$ cat config.mk
export PLATFORM = sky130hd
export DESIGN_NAME = apb_area_requester
export DESIGN_NICKNAME = d
export VERILOG_FILES = /design/src/rtl/apb_area_requester.sv
export SDC_FILE = /design/constraint.sdc
export NUM_CORES = 1
export LEC_CHECK = 0
export BUFFER_PORTS_ARGS = -buffer_cell sky130_fd_sc_hd__buf_4
export CAP_MARGIN = 10
export CORE_ASPECT_RATIO = 1.5
export CORE_UTILIZATION = 47
export DETAILED_ROUTE_END_ITERATION = 12
export PLACE_DENSITY = 0.76
export REMOVE_ABC_BUFFERS = 1
export SETUP_SLACK_MARGIN = 0.02
export SLEW_MARGIN = 10
export SYNTH_ARGS = -nofsm -noshare
export SYNTH_HDL_FRONTEND = slang
export SYNTH_SLANG_ARGS = --single-unit
$ cat constraint.sdc
create_clock -name PCLK -period 4.5 [get_ports PCLK]
set_input_delay 0.9 -clock PCLK [delete_from_list [all_inputs] [get_ports PCLK]]
set_output_delay 0.9 -clock PCLK [all_outputs]
set_load 0.01 [all_outputs]
$ cat src/rtl/apb_area_requester.sv
// rtl/apb_area_requester.sv - APB initiator that writes sides a/b and reads back the rectangle area
module apb_area_requester #(
    parameter logic [31:0] ADDR_A   = 32'd0,
    parameter logic [31:0] ADDR_B   = 32'd4,
    parameter logic [31:0] ADDR_RES = 32'd8,
    parameter int unsigned TIMEOUT  = 16
) (
    input  logic        PCLK,
    input  logic        PRESET,
    input  logic        req_valid,
    output logic        req_ready,
    input  logic [31:0] req_a,
    input  logic [31:0] req_b,
    output logic        rsp_valid,
    input  logic        rsp_ready,
    output logic [31:0] rsp_area,
    output logic        rsp_err,
    output logic        PSEL,
    output logic        PENABLE,
    output logic        PWRITE,
    output logic [31:0] PADDR,
    output logic [31:0] PWDATA,
    input  logic [31:0] PRDATA,
    input  logic        PREADY
);

    typedef enum logic [1:0] {
        IDLE,
        SETUP,
        ACCESS,
        RESP
    } state_t;

    localparam logic [31:0] TIMEOUT_W = 32'(TIMEOUT);

    state_t      state;
    logic [1:0]  idx;
    logic [31:0] wait_cnt;
    logic [31:0] lat_a;
    logic [31:0] lat_b;

    // Handshake flags are pure state decodes; req_ready is masked while reset is held
    assign req_ready = (state == IDLE) && !PRESET;
    assign rsp_valid = (state == RESP);

    // Sequencer: three back-to-back APB transfers with all bus outputs registered
    always_ff @(posedge PCLK or posedge PRESET) begin
        if (PRESET) begin
            state    <= IDLE;
            idx      <= 2'd0;
            wait_cnt <= 32'd0;
            lat_a    <= 32'd0;
            lat_b    <= 32'd0;
            PSEL     <= 1'b0;
            PENABLE  <= 1'b0;
            PWRITE   <= 1'b0;
            PADDR    <= 32'd0;
            PWDATA   <= 32'd0;
            rsp_area <= 32'd0;
            rsp_err  <= 1'b0;
        end else begin
            case (state)
                IDLE: begin
                    if (req_valid) begin
                        lat_a    <= req_a;
                        lat_b    <= req_b;
                        idx      <= 2'd0;
                        wait_cnt <= 32'd0;
                        state    <= SETUP;
                        PSEL     <= 1'b1;
                        PENABLE  <= 1'b0;
                        PWRITE   <= 1'b1;
                        PADDR    <= ADDR_A;
                        PWDATA   <= req_a;
                    end
                end
                SETUP: begin
                    PENABLE <= 1'b1;
                    state   <= ACCESS;
                end
                ACCESS: begin
                    if (PREADY) begin
                        if (idx == 2'd2) begin
                            rsp_area <= PRDATA;
                            rsp_err  <= 1'b0;
                            state    <= RESP;
                            PSEL     <= 1'b0;
                            PENABLE  <= 1'b0;
                            PWRITE   <= 1'b0;
                            PADDR    <= 32'd0;
                            PWDATA   <= 32'd0;
                        end else begin
                            // Chain straight into the next SETUP with PSEL kept high
                            idx      <= idx + 2'd1;
                            wait_cnt <= 32'd0;
                            state    <= SETUP;
                            PENABLE  <= 1'b0;
                            if (idx == 2'd0) begin
                                PWRITE <= 1'b1;
                                PADDR  <= ADDR_B;
                                PWDATA <= lat_b;
                            end else begin
                                PWRITE <= 1'b0;
                                PADDR  <= ADDR_RES;
                                PWDATA <= 32'd0;
                            end
                        end
                    end else if ((TIMEOUT != 0) && (wait_cnt + 32'd1 == TIMEOUT_W)) begin
                        // Slave stalled too long: drop the remaining transfers and report
                        rsp_area <= 32'd0;
                        rsp_err  <= 1'b1;
                        wait_cnt <= 32'd0;
                        state    <= RESP;
                        PSEL     <= 1'b0;
                        PENABLE  <= 1'b0;
                        PWRITE   <= 1'b0;
                        PADDR    <= 32'd0;
                        PWDATA   <= 32'd0;
                    end else begin
                        wait_cnt <= wait_cnt + 32'd1;
                    end
                end
                RESP: begin
                    if (rsp_ready) begin
                        idx   <= 2'd0;
                        state <= IDLE;
                    end
                end
                default: begin
                    state <= IDLE;
                end
            endcase
        end
    end

endmodule

== Yosys cells after proc, flatten, opt, wreduce, memory -nomap -nowiden ==
Cells that the tools add are included.
W data, S select, Z words.
Word-level totals
  flip-flop bits (word level): 168
  output and inout bits: 102
  logic and storage cells: 83
Cells by class
  add/sub/neg operators: 2
  equal/unequal tests: 13
  mux-type cells: 41
  reduce and logical (&&, ||, !) cells: 16
Operators by type and width (number)
  $mux W32: 12
  $pmux W32 S2: 3
  $add A32 B1 Y32 const B: 1
  $eq A32 B5 Y1 const B: 1
  $mux W2: 8
  $reduce_and A3 Y1: 5
  $mux W1: 11
  $ne A3 B3 Y1 const B: 3
  $mux W4: 2
  $pmux W2 S4: 1
  $eq A2 B2 Y1 const B: 3
  $ne A2 B2 Y1 const B: 3
  $pmux W2 S3: 1
  $reduce_bool A3 Y1: 2
  $reduce_and A5 Y1: 1
  $logic_not A2 Y1: 2
  $ne A2 B1 Y1 const B: 2
  $pmux W1 S2: 2
  $reduce_and A4 Y1: 1
  $reduce_bool A2 Y1: 2
  $pmux W1 S3: 1
  $add A2 B1 Y2 const B: 1
  $eq A2 B1 Y1 const B: 1
  $reduce_and A2 Y1: 1
  2 further kinds: 2

== Longest topological paths before layout ==
  depth in word-level cells: 5
  mapped depth: 10

== Worst setup path after synthesis ==
Ideal clock, no wire load.
  path kind: register to register
  start: register wait_cnt[8]
  end: register PWDATA[10]
  arrival time: 2.963 ns
  slack: 1.412 ns
  stages on the path, launching flop included: 11
  cell sequence: dfrtp_1 -> buf_2 -> nand2_1 -> or4_4 -> or4_1 -> a211oi_2 -> o2111ai_2 -> o31a_1 -> nor2_4 -> buf_6 -> o21ai_2
On the way
  word-level cells in the longest chain between the ends: 4
Ends and longest elaborated chain
  start, declared: RTL line 38  | logic [31:0] wait_cnt;
  start signal, assigned: RTL line 120  | wait_cnt <= wait_cnt + 32'd1;
  $add A32 B1 Y32: RTL line 108  | end else if ((TIMEOUT != 0) && (wait_cnt + 32'd1 == TIMEOUT_W)) begin
  $eq A32 B5 Y1: RTL line 108
  $ne A3 B3 Y1 (no source line)
  $reduce_and A3 Y1 (no source line)
  end signal, assigned: RTL line 74  | PWDATA <= req_a;
  end signal, assigned: RTL line 101  | PWDATA <= lat_b;
  end, declared: RTL line 22  | output logic [31:0] PWDATA,
No other way between the ends.
A chain may end at the register's enable or synchronous reset.

== Final worst setup path ==
  start: register wait_cnt[8]
  end: register PWDATA[28]
The elaborated chain is that of the path after synthesis.

==> impl_summary.txt <==
----------------------------------------------------
[Run status]
  Result of the run ... completed

[Setup path]
  Required time at the endpoint of the critical path ... 4790 ps
  RR Endpoint ... PWDATA[28]$_DFFE_PP0P_
  Ordered list of cells on the worst path ... nand2_1 -> nor4_2 -> nand4_1 -> a2111oi_0 -> o2111ai_2 -> o31a_1 -> nor2_4 -> buf_12 -> o21ai_0
  Nature of the critical path endpoint ... flop
  Register-to-register setup slack ... ~570 ps
  Signal arrival time at the worst endpoint ... 4210 ps
  Count of cells along the worst register-to-register path ... 9
  Reg-to-reg startpoint ... wait_cnt[8]$_DFFE_PP0P_
  Crit path max-delay cell type ... a2111oi_0
  Type of element launching the critical path ... flop
  Top fanout value on the critical path ... 20
  CP peak stage delay ... 670 ps
  Class of the most critical setup path ... reg -> reg

[Yosys]
  Cells after synthesis ... 742
  Post-synthesis share of cell area spent on full adders, half adders and majority gates ... 0.00722
  Async set-or-reset flop fraction in the synthesized netlist ... 1.00
  Predominant post-synthesis flop cell ... dfrtp_1
  Top cells by area in the synthesized netlist ... dfrtp_1 50%, nand2_1 9.4%, a22o_1 4.3%
  Avg Inst Size Synth ... a little over 9 µm²
  Mux cell area share after synthesis ... 0.00289
  Area fraction in and, or, nand and nor cells after synthesis ... 0.208
  Post-synthesis cell type with the largest combined area ... dfrtp_1
  Library cells used by synthesis ... 62
  Largest family of logic cells by synthesized area ... simple AND/OR/NAND/NOR gates
  Sequential share of the synthesized area ... 0.498
  Complex-gate fraction of the synthesized area ... 0.193
  Post-synthesis sequential element count ... approximately 140
  Area share of the largest cell type after synthesis ... 0.498
  XOR/XNOR Fraction of Synth Area ... 0.0139
  Post-synthesis cell area ... about 0.0069 mm²
  Number of synthesized flops with an enable pin ... 0
  Syn. warnings ... 0

[Routing]
  Via count normalized by instance count ... 5.51
  Number of vias after detailed routing ... about 6.0k
  Post-detailed-route wirelength per cell ... approximately 16 µm
  Drt drc ... 0
  Detailed-routing iteration count for the pre-antenna-repair pass ... 5
  Starting DRT DRC Count ... about 330
  Wire length after detailed routing ... ~18 mm
  Detail Route Antenna Nets ... 0

[Layout]
  Fraction of final layout cells sized beyond drive strength 1 ... 0.279
  Filler cell count in the final layout ... 1261
  Most common cell after layout, fill and taps aside ... buf_4
  Commonest non-fill, non-tap cells in the layout ... 181 x buf_4, 173 x nand2_1, 138 x dfrtp_1
  Fraction of the core area covered by cells at the end of the flow ... 0.609
  Diode count ... 0
  Synth-to-Final Area Change ... 27.2%
  Layout net count ... about 1000

[Timing]
  Period utilisation layout ... 0.873
  Post-layout min period ... 3930 ps
  Max Clock Freq ... ~0.25 GHz
  Worst relative slew slack ... 0.332
  Endpoints failing hold ... 0
  Final slew viol count ... 0
  Final setup fails ... 0
  Final worst clock skew ... roughly 12 ps
  Final worst slack ... approximately 570 ps
  Min Hold Slack ... 473 ps
  Unrepaired setup endpoints after global routing ... no
  Transition time at the pin with the least slew margin ... ~1000 ps

[Hold path]
  Hold_sp ... lat_b[4]$_DFFE_PP0P_
  Endpoint, Worst Hold ... lat_b[4]$_DFFE_PP0P_
  Worst hold path depth ... 2
  Class of the tightest hold or removal check ... reg -> reg

[Clock tree]
  Number of sinks handled by clock tree synthesis ... 138
  Number of gates given a new drive strength after cts ... 0
  CTS Hold Buffers Added ... 0
  TritonCTS clock tree ... yes
  Clock insertion delay at the later pin of the skew report ... about 420 ps
  Number of levels in the clock H-tree ... 4
  Clock transition at path regs ... about 60 ps
  Root buf cell ... clkbuf_16
  CTS Buf Count ... 17
  Maximum root-to-sink buffer count ... 2
  Post-CTS Setup Inserts ... 0

[Place]
  DPL Wire Length ... approximately 12 mm
  Buffers on Ports ... around 170
  Placer's final routability congestion estimate ... 0.902
  Post-Place Worst Slack ... about 630 ps

[Job]
  Number of violations of the max-capacitance limit ... 0

[Die]
  Number of rows in the core area ... 54
  Die Span X ... a little over 100 µm
  Standard cell core area ... 0.0145 mm²
  Die area ... around 0.015 mm²
  Floorplan die height ... ~150 µm
  Initial Util ... 0.479
  Number of I/O pins ... 203

[Power and ir drop]
  Static leakage ... ~4.1 nW
  Power Density ... between 500 and 600 mW/mm²
  Overall power after layout ... 5.04 mW
  Worst supply voltage drop on vdd ... slightly below 0.0004 V

[Global route]
  GRT Residual Overflow ... 0
  Global-route wire length before repair ... approximately 28 mm
  Vias in the first global route ... between 5k and 6k
  Overall fraction of global-route tracks in use ... 0.234
  Maximum number of pins on one net before global-route repair ... 82
  Initial antenna violation count ... 0

----------------------------------------------------
==> worst max-delay path, delay by kind of cell, from the launching register on <==
| kind | cells | cell delay [ps] |
|---|---|---|
| AO/OA/AOI/OAI | 4 | 1580 |
| AND/OR/NAND/NOR | 4 | 1470 |
| flip-flops | 1 | 500 |
| buffers and inverters | 1 | 240 |
==> Yosys cell counts (3+ instances only) <==
| cell type | number |
|---|---|
| xnor2_1 | 10 |
| o31ai_1 | 3 |
| buf_6 | 4 |
| or4_1 | 5 |
| nor2_1 | 10 |
| buf_4 | 30 |
| and3_1 | 6 |
| buf_2 | 8 |
| clkbuf_1 | 38 |
| or3_1 | 16 |
| inv_1 | 16 |
| a22oi_1 | 32 |
| o21ai_0 | 30 |
| o311ai_1 | 4 |
| o21ai_1 | 13 |
| o21ai_2 | 21 |
| nand2_1 | 174 |
| nor4b_1 | 4 |
| nor3_1 | 9 |
| nand2b_1 | 4 |
| nand3_1 | 31 |
| nor4_1 | 10 |
| and2_1 | 8 |
| nand4_1 | 10 |
| a21o_1 | 3 |
| a22o_1 | 34 |
| or2_2 | 3 |
| ha_1 | 4 |
| buf_1 | 4 |
| dfrtp_1 | 138 |
| a21oi_1 | 24 |
==> stage by stage <==
stage          std cells  TNS, ps  area, µm²
6_report            1097        0       8810
3_5_place_dp        1065        0       8220
4_1_cts             1097        0       8810
5_1_grt             1097        0       8810
2_1_floorplan        687   -13270       6570
3_3_place_gp        1065        0       8220
==> per-layer routing <==
metal  wire (µm)  GRT usage  vias to the layer above
li1            -          -                     2869
met1        6820      0.270                     2924
met2        9450      0.405                      215
met3         982     0.0636                       41
met4         492     0.0971                        0
met5           0          0                        -
==> logic make-up after synthesis <==
kind of cell / count (synthesis)
XOR/XNOR: 11
adder cells (fa/ha/maj): 4
AND/OR/NAND/NOR: 301
AO/OA/AOI/OAI: 185
buffers and inverters: 100
multiplexers: 2
other: 1
flip-flops: 138
==> worst max-delay path by stage <==
stage,from,endpoint,cells past startpoint
6_report,wait_cnt[8]$_DFFE_PP0P_,PWDATA[28]$_DFFE_PP0P_,9
5_1_grt,wait_cnt[8]$_DFFE_PP0P_,PADDR[2]$_DFFE_PP0P_,9
4_1_cts,wait_cnt[8]$_DFFE_PP0P_,PWDATA[28]$_DFFE_PP0P_,9
3_5_place_dp,wait_cnt[8]$_DFFE_PP0P_,PWDATA[28]$_DFFE_PP0P_,9
3_3_place_gp,wait_cnt[8]$_DFFE_PP0P_,PWDATA[28]$_DFFE_PP0P_,9
2_1_floorplan,PRESET,PADDR[2]$_DFFE_PP0P_,1
==> cell type report <==
type,instances,area (µm²),area share
flip-flops and latches,138,3450,0.392
multi-input cells,533,3080,0.349
repair buffers,182,1380,0.156
clock buffers,21,450,0.0511
well taps,196,245,0.0278
clock inverters,11,144,0.0163
inverters,16,65.1,0.00738
==> flip-flops by register name (all words and copies together) (netlist names) <==
| name | cells |
|---|---|
| PWDATA | 32 |
| lat_b | 32 |
| PSEL | 1 |
| idx | 2 |
| PENABLE | 1 |
| rsp_area | 32 |
| rsp_err | 1 |
| PWRITE | 1 |
| wait_cnt | 32 |
| state | 2 |
| PADDR | 2 |
==> power by group <==
group / switching (mW) / total [mW] / internal (mW)
combinational: 0.963 / 1.72 / 0.760
sequential: 0.251 / 1.90 / 1.65
clock: 0.531 / 1.42 / 0.885
total: 1.75 / 5.04 / 3.29
Power figures use the tool's default switching activity.
